<file path="src/rtl/image_write_seq.sv">
// Frame sequencer: accepts pixel pairs from upstream, buffers them, and presents
// them one per hsync strobe with their row/column until WIDTH*HEIGHT/2 pairs are out.
module image_write_seq #(
  parameter int WIDTH      = 1680,
  parameter int HEIGHT     = 1050,
  parameter int FIFO_DEPTH = 4
) (
  input  logic                                          HCLK,
  input  logic                                          HRESETn,
  input  logic                                          start,
  input  logic                                          abort,
  input  logic                                          pix_valid,
  output logic                                          pix_ready,
  input  logic [47:0]                                   pix_data,
  output logic                                          hsync,
  output logic [7:0]                                    DATA_WRITE_R0,
  output logic [7:0]                                    DATA_WRITE_G0,
  output logic [7:0]                                    DATA_WRITE_B0,
  output logic [7:0]                                    DATA_WRITE_R1,
  output logic [7:0]                                    DATA_WRITE_G1,
  output logic [7:0]                                    DATA_WRITE_B1,
  output logic [$clog2(WIDTH/2)-1:0]                    col,
  output logic [((HEIGHT > 1) ? $clog2(HEIGHT) : 1)-1:0] row,
  output logic                                          busy,
  output logic                                          frame_done
);

  localparam int TOTAL = WIDTH * HEIGHT / 2;
  localparam int CW    = $clog2(WIDTH / 2);
  localparam int RW    = (HEIGHT > 1) ? $clog2(HEIGHT) : 1;
  localparam int CNTW  = $clog2(TOTAL + 1);
  localparam int AW    = $clog2(FIFO_DEPTH);

  localparam logic [1:0] S_IDLE = 2'd0;
  localparam logic [1:0] S_RUN  = 2'd1;
  localparam logic [1:0] S_DONE = 2'd2;

  logic [1:0]      state;
  logic [CNTW-1:0] acc_cnt, out_cnt;
  logic [47:0]     mem [FIFO_DEPTH];
  logic [AW:0]     wp, rp;
  logic [CW-1:0]   nxt_col;
  logic [RW-1:0]   nxt_row;
  logic            run, empty, full, push, pop, wr_en, rd_en, last;
  logic [47:0]     pop_data;

  assign run      = (state == S_RUN);
  assign empty    = (wp == rp);
  assign full     = (wp[AW] != rp[AW]) && (wp[AW-1:0] == rp[AW-1:0]);
  assign pix_ready = run && !full && (acc_cnt < CNTW'(TOTAL));
  assign push     = pix_valid && pix_ready;
  // An accepted pair with an empty FIFO bypasses storage so it is shown next cycle.
  assign pop      = run && (!empty || push);
  assign wr_en    = push && !empty;
  assign rd_en    = run && !empty;
  assign pop_data = empty ? pix_data : mem[rp[AW-1:0]];
  assign last     = (out_cnt == CNTW'(TOTAL - 1));
  assign busy     = run;

  always_ff @(posedge HCLK) begin
    if (wr_en && !abort) mem[wp[AW-1:0]] <= pix_data;
  end

  always_ff @(posedge HCLK or negedge HRESETn) begin
    if (!HRESETn) begin
      state      <= S_IDLE;
      acc_cnt    <= '0;
      out_cnt    <= '0;
      wp         <= '0;
      rp         <= '0;
      nxt_col    <= '0;
      nxt_row    <= '0;
      col        <= '0;
      row        <= '0;
      hsync      <= 1'b0;
      frame_done <= 1'b0;
      {DATA_WRITE_R0, DATA_WRITE_G0, DATA_WRITE_B0,
       DATA_WRITE_R1, DATA_WRITE_G1, DATA_WRITE_B1} <= '0;
    end else if (abort) begin
      state      <= S_IDLE;
      wp         <= '0;
      rp         <= '0;
      hsync      <= 1'b0;
      frame_done <= 1'b0;
    end else begin
      hsync      <= pop;
      frame_done <= (state == S_DONE);
      case (state)
        S_IDLE: if (start) begin
          state   <= S_RUN;
          acc_cnt <= '0;
          out_cnt <= '0;
          wp      <= '0;
          rp      <= '0;
          nxt_col <= '0;
          nxt_row <= '0;
          col     <= '0;
          row     <= '0;
        end
        S_RUN:   if (pop && last) state <= S_DONE;
        S_DONE:  state <= S_IDLE;
        default: state <= S_IDLE;
      endcase
      if (push)  acc_cnt <= acc_cnt + 1'b1;
      if (wr_en) wp <= wp + 1'b1;
      if (rd_en) rp <= rp + 1'b1;
      if (pop) begin
        out_cnt <= out_cnt + 1'b1;
        {DATA_WRITE_R0, DATA_WRITE_G0, DATA_WRITE_B0,
         DATA_WRITE_R1, DATA_WRITE_G1, DATA_WRITE_B1} <= pop_data;
        col <= nxt_col;
        row <= nxt_row;
        if (nxt_col == CW'(WIDTH / 2 - 1)) begin
          nxt_col <= '0;
          nxt_row <= (nxt_row == RW'(HEIGHT - 1)) ? '0 : nxt_row + 1'b1;
        end else begin
          nxt_col <= nxt_col + 1'b1;
        end
      end
    end
  end

endmodule

</file>
<file path="config.mk">
export PLATFORM = sky130hd
export DESIGN_NAME = image_write_seq
export DESIGN_NICKNAME = d
export VERILOG_FILES = /design/src/rtl/image_write_seq.sv
export SDC_FILE = /design/constraint.sdc
export NUM_CORES = 1
export LEC_CHECK = 0
export ABC_AREA = 1
export CELL_PAD_IN_SITES_DETAIL_PLACEMENT = 1
export CELL_PAD_IN_SITES_GLOBAL_PLACEMENT = 2
export CORE_AREA = 2 2 228 230
export CTS_CLUSTER_DIAMETER = 60
export DETAILED_ROUTE_END_ITERATION = 12
export DIE_AREA = 0 0 230 232
export GPL_ROUTABILITY_DRIVEN = 0
export PLACE_DENSITY_LB_ADDON = 0.1
export SLEW_MARGIN = 10
export SYNTH_ARGS = -nofsm -noshare
export SYNTH_HDL_FRONTEND = slang
export SYNTH_SLANG_ARGS = --single-unit
</file>
<file path="constraint.sdc">
create_clock -name HCLK -period 4.38 [get_ports HCLK]
set_input_delay 0.876 -clock HCLK [delete_from_list [all_inputs] [get_ports HCLK]]
set_output_delay 0.876 -clock HCLK [all_outputs]
set_load 0.02 [all_outputs]
</file>
# Yosys cells after proc, flatten, opt, wreduce, memory -nomap -nowiden
# Memories as Yosys holds them, arrays and structs flattened.
# Index checks and enable logic that the tools add are counted.
# Widths: inputs -> output; s select.
# op_classes
n_mux	32
n_eq_ne	10
n_reduce_logical	28
n_addsub	6
order_cmp	1
n_bitwise	1
# ops
cell	n
$mux 11	8
$mux 20	4
$mux 10	5
$mux 48	1
$add 20x1->20 const B	2
$eq 20x20->1 const B	1
$lt 20x20->1 const B	1
$mux 3	6
$reduce_bool 3->1	4
$add 11x1->11 const B	1
$eq 11x11->1 const B	1
$add 10x1->10 const B	1
$eq 10x10->1 const B	1
$logic_and 1x1->1	9
$reduce_and 2->1	4
$reduce_bool 2->1	4
$add 3x1->3 const B	2
$mux 2	3
$reduce_and 3->1	2
$mux 1	4
$pmux 2 s2	1
$eq 3x3->1	1
$logic_not 1->1	3
$ne 3x2->1 const B	1
other kinds (8)	8
# word_totals
inputBits	53
out_inout_bits	73
elab_cells	96
mem_count	1
mem_bits_rw	192
ff_bits	140
# memory_table
name	depth	width	rd	rd_clocked_by_memory_dff	wr	line_no	rtl
mem	4	48	1	0	1	40	logic [47:0] mem [FIFO_DEPTH];

# Longest topological paths before layout
# logic_depth
depth_word	12
ltp_mapped	14
ltp_nobuf	12

# Least setup slack after synthesis
# OpenSTA, ideal clock, no wires.
# synth_timing
path_type	input-to-reg
start	input abort
end	memory mem[0][0] (enable)
setup_ns	0.454
stages	4
path_buffers	1
arrival_time_ns	3.442
path_slack_ns	0.484
required_ns	3.926
path_cell_list	buf_2 nor3_1 inv_1 nor2_1
# synth_between
elab_chain_cells	4
# synth_rtl
item	line_no	rtl
start: declaration	11	input logic abort,
$logic_not 1->1	61	if (wr_en && !abort) mem[wp[AW-1:0]] <= pix_data;
$logic_and 1x1->1	61	
$mux 1	61	
$mux 1 (implied by the code)	61	
end: declaration	40	
# Every way passes these cells.

# Final worst setup path
# layout_timing
start	register rp[1]
end	register DATA_WRITE_G0[6]
# layout_between
elab_chain_cells	9
word_cells_on_any_way	13
cone_classes	2 x eq/ne; 1 x mux; 9 x reduce/logical; 1 x memory
# layout_rtl
item	line_no	rtl
start: declaration	41	logic [AW:0] wp, rp;
start signal: assignment	106	if (rd_en) rp <= rp + 1'b1;
$eq 2x2->1	49	assign full = (wp[AW] != rp[AW]) && (wp[AW-1:0] == rp[AW-1:0]);
$logic_and 1x1->1	49	
$logic_not 1->1	50	assign pix_ready = run && !full && (acc_cnt < CNTW'(TOTAL));
$logic_and 1x1->1 (2 in a row)	50	
$logic_and 1x1->1	51	assign push = pix_valid && pix_ready;
$logic_or 1x1->1	53	assign pop = run && (!empty || push);
$logic_and 1x1->1	53	
$reduce_and 2->1 (no source line)	n/a	
end: declaration	17	output logic [7:0] DATA_WRITE_G0,
# Several ways; a longest one is shown, not always the timed one.
# A chain may end at the register's enable or synchronous reset.

==> flow_summary.json <==
{
  "required_ns": 4.82,
  "drc": 0,
  "drt-vias-per-instance": 4.77,
  "grt_setup_unrepaired": "false",
  "yosysSeqAreaShare_pct": 61.5,
  "clk_pin_slew_ns": 0.05,
  "cts_hold_buf": 0,
  "powerDensity_nw_per_um2": 416,
  "netlist_area_sq_um": 15100,
  "crit_fanout": 45,
  "initial_core_util_pct": 29.6,
  "die_area_sq_um": 53400,
  "numCtsBuffers": 43,
  "max_freq_ghz": 0.288,
  "grt_pass1_vias": 12000,
  "slew_viol_final": 0,
  "cap_violations": 0,
  "worst_slew_pin_slew_ns": 0.876,
  "drt_iter0_drc": 454,
  "finClkSkew_ns": 0.0164,
  "ys_ff_latch": 332,
  "synthesis.nets": 1572,
  "multiInputGateArea_sq_um": 5160,
  "grt_max_degree": 83,
  "fp.coreArea_sq_um": 50900,
  "p_seq_share_pct": 46.2,
  "fin_crit_sh_pct": 79.4,
  "fin_setup_tns_ns": 0,
  "drive_gt1_share_pct": 7.84,
  "min_path_type": "input pin to async pin",
  "worstPathArrival_ns": 3.92,
  "die_h_microns": 232,
  "cts_buffer_depth": 3,
  "crit_type": "flop to flop",
  "insertion_delay_ns": 0.57,
  "ys.flop_type": "edfxtp_1",
  "syn_avg_cell_area_sq_um": 9.99,
  "via_count": 11200,
  "synth_top_area_cell": "edfxtp_1",
  "pwr-share-clk_pct": 43.7,
  "synth_edf_count": 192,
  "cts_tree": "done",
  "ys_types": 40,
  "track_usage_pct": 16.4,
  "cts-root-buf": "clkbuf_16",
  "setup_viol": 0,
  "peakVddDrop_mv": 0.266,
  "io_buffers": 125,
  "hold_viol": 0,
  "ctsResizeCount": 0,
  "antenna_found_initial": 4,
  "finish.net_count": 1688,
  "wl_per_cell_microns": 18.4,
  "seqCellArea_sq_um": 9270,
  "period_needed_ns": 3.48,
  "syn2layout_area_growth_pct": 22.7,
  "rows": 83,
  "ios": 126,
  "pwr-share-comb_pct": 10.1,
  "yosys-top-cells-area": "edfxtp_1 (38%), dfrtp_1 (23%), nand2_1 (8.5%)",
  "status": "finished, final reports clean",
  "p_leak_nw": 7.13,
  "start_kind": "flop",
  "netSwitchingFraction_pct": 25.5,
  "htreeDepth": 2,
  "clock-sinks": 332,
  "detailed_place_hpwl_microns": 26400,
  "yosysMostFrequentCell": "nand2_1",
  "power_switching_mw": 1.96,
  "synth_common_cells": "nand2_1 (340), edfxtp_1 (192), nor2_1 (185)",
  "grt_pass1_wl_microns": 69300,
  "slew_headroom_pct": 41.6,
  "finalWirelength_microns": 43000,
  "netlist_instances": 1509,
  "ys_async_sr_fraction_pct": 42.2,
  "fp.dieW_microns": 230,
  "insertedDiodeCount": 0,
  "p_int_mw": 5.73,
  "finalPower_mw": 7.70,
  "drtPass1Iterations": 5,
  "post_cts_buffers": 0,
  "synth_top_area_share_pct": 38.3,
  "ant_nets": 0,
  "fill_cells": 5723,
  "grt_overflow": 0,
  "worstSetupEndpointType": "flop",
  "yosysWarnings": 0
}
[metal layers]
metal  up-vias  global-route usage (%)  wire, microns
li1       5379                       -              -
met4         8                    4.11            839
met5         -                       0             54
met1      5557                    21.6          20200
met2       149                    27.9          20500
met3        59                    3.03           1380
[power groups by stage]
stage / Sequential, mW / Clock, mW / Combinational [mW]
CTS: 3.56 / 3.49 / 0.794
global route: 3.58 / 3.60 / 0.848
floorplan: 3.75 / 0 / 0.194
global placement: 3.62 / 0 / 0.781
detailed placement: 3.62 / 0 / 0.791
finish: 3.56 / 3.36 / 0.776
[registers in the layout, indices dropped and copies added, names as in the netlist, 10 cells and up]
register,cells
nxt_col,10
acc_cnt,20
row,11
out_cnt,20
nxt_row,11
col,10
mem,192
[final cells by class]
cell class | count | share of cell area, %
inverters | 83 | 1.68
well taps | 680 | 4.60
multi-input cells | 1013 | 27.9
flip-flops and latches | 332 | 50.1
repair buffers | 152 | 8.48
clock buffers | 58 | 6.29
clock inverters | 21 | 0.900
[through the flow]
step / hold slack, ns / util [%] / worst slack (ns) / area (sq um) / std cells
2_1_floorplan: 0.443 / - / 0.484 / 15100 / 1509
3_3_place_gp: 0.469 / 33.7 / 0.746 / 17200 / 2260
3_5_place_dp: 0.476 / 33.7 / 0.683 / 17200 / 2260
4_1_cts: 0.409 / 36.3 / 0.812 / 18500 / 2339
5_1_grt: 0.465 / 36.3 / 0.615 / 18500 / 2339
6_report: 0.400 / 36.3 / 0.902 / 18500 / 2339
[final timing paths]
| path | startpoint | end | slack [ns] | cells past startpoint |
|---|---|---|---|---|
| setup / recovery | rp[1] | DATA_WRITE_G0[6] | 0.90 | 11 |
| setup reg to reg | rp[1] | DATA_WRITE_G0[6] | 0.90 | 11 |
| min in group HCLK | DATA_WRITE_R0[3] | DATA_WRITE_R0[3] | 0.49 | 2 |
| max in group asynchronous | HRESETn | DATA_WRITE_B0[3] | 3.09 | 2 |
| hold / removal | HRESETn | acc_cnt[7] | 0.40 | 1 |
| hold reg to reg | DATA_WRITE_R0[3] | DATA_WRITE_R0[3] | 0.49 | 2 |
[cells by family (layout without fill, tap and decap cells)]
kind of cell,count (synthesis),after routing,synth area share [%]
and+or+nand+nor,690,690,19.8
AOI/OAI and AO/OA,234,234,8.23
buffers and inverters,164,314,4.61
xor gates and xnor gates,30,30,1.79
DFF,332,332,61.5
muxes,49,49,3.25
adders and majority gates,10,10,0.830
[cell usage in the layout (no fill, tap or decap), types with 3 or more instances in the layout]
cell type and count:
buf_4 18, o21ai_1 7, dfrtp_1 139, clkbuf_8 3, inv_2 4, nand3_1 85, o22ai_1 49, ha_1 10
xor2_1 27, o21ai_0 170, clkinv_1 6, nor2_1 181, a21oi_1 4, nand4_1 27, nor2_4 4, nand3_2 20
clkbuf_1 12, nand2_1 339, nor3_1 17, buf_12 9, edfxtp_1 192, mux2i_1 49, clkdlybuf4s50_1 124, clkinv_2 7
inv_1 79, clkbuf_16 43
[critical path, stage by stage (launching register included)]
cell,delay (ns)
dfrtp_1,0.40
buf_4,0.27
nand2_1,0.11
nand2_1,0.12
nand3_4,0.13
buf_4,0.37
nand2_1,0.53
nand2_4,0.45
nand2_4,0.37
buf_4,0.37
nand2_1,0.08
o21ai_0,0.09
No activity file was read; power rests on OpenSTA's default activity.
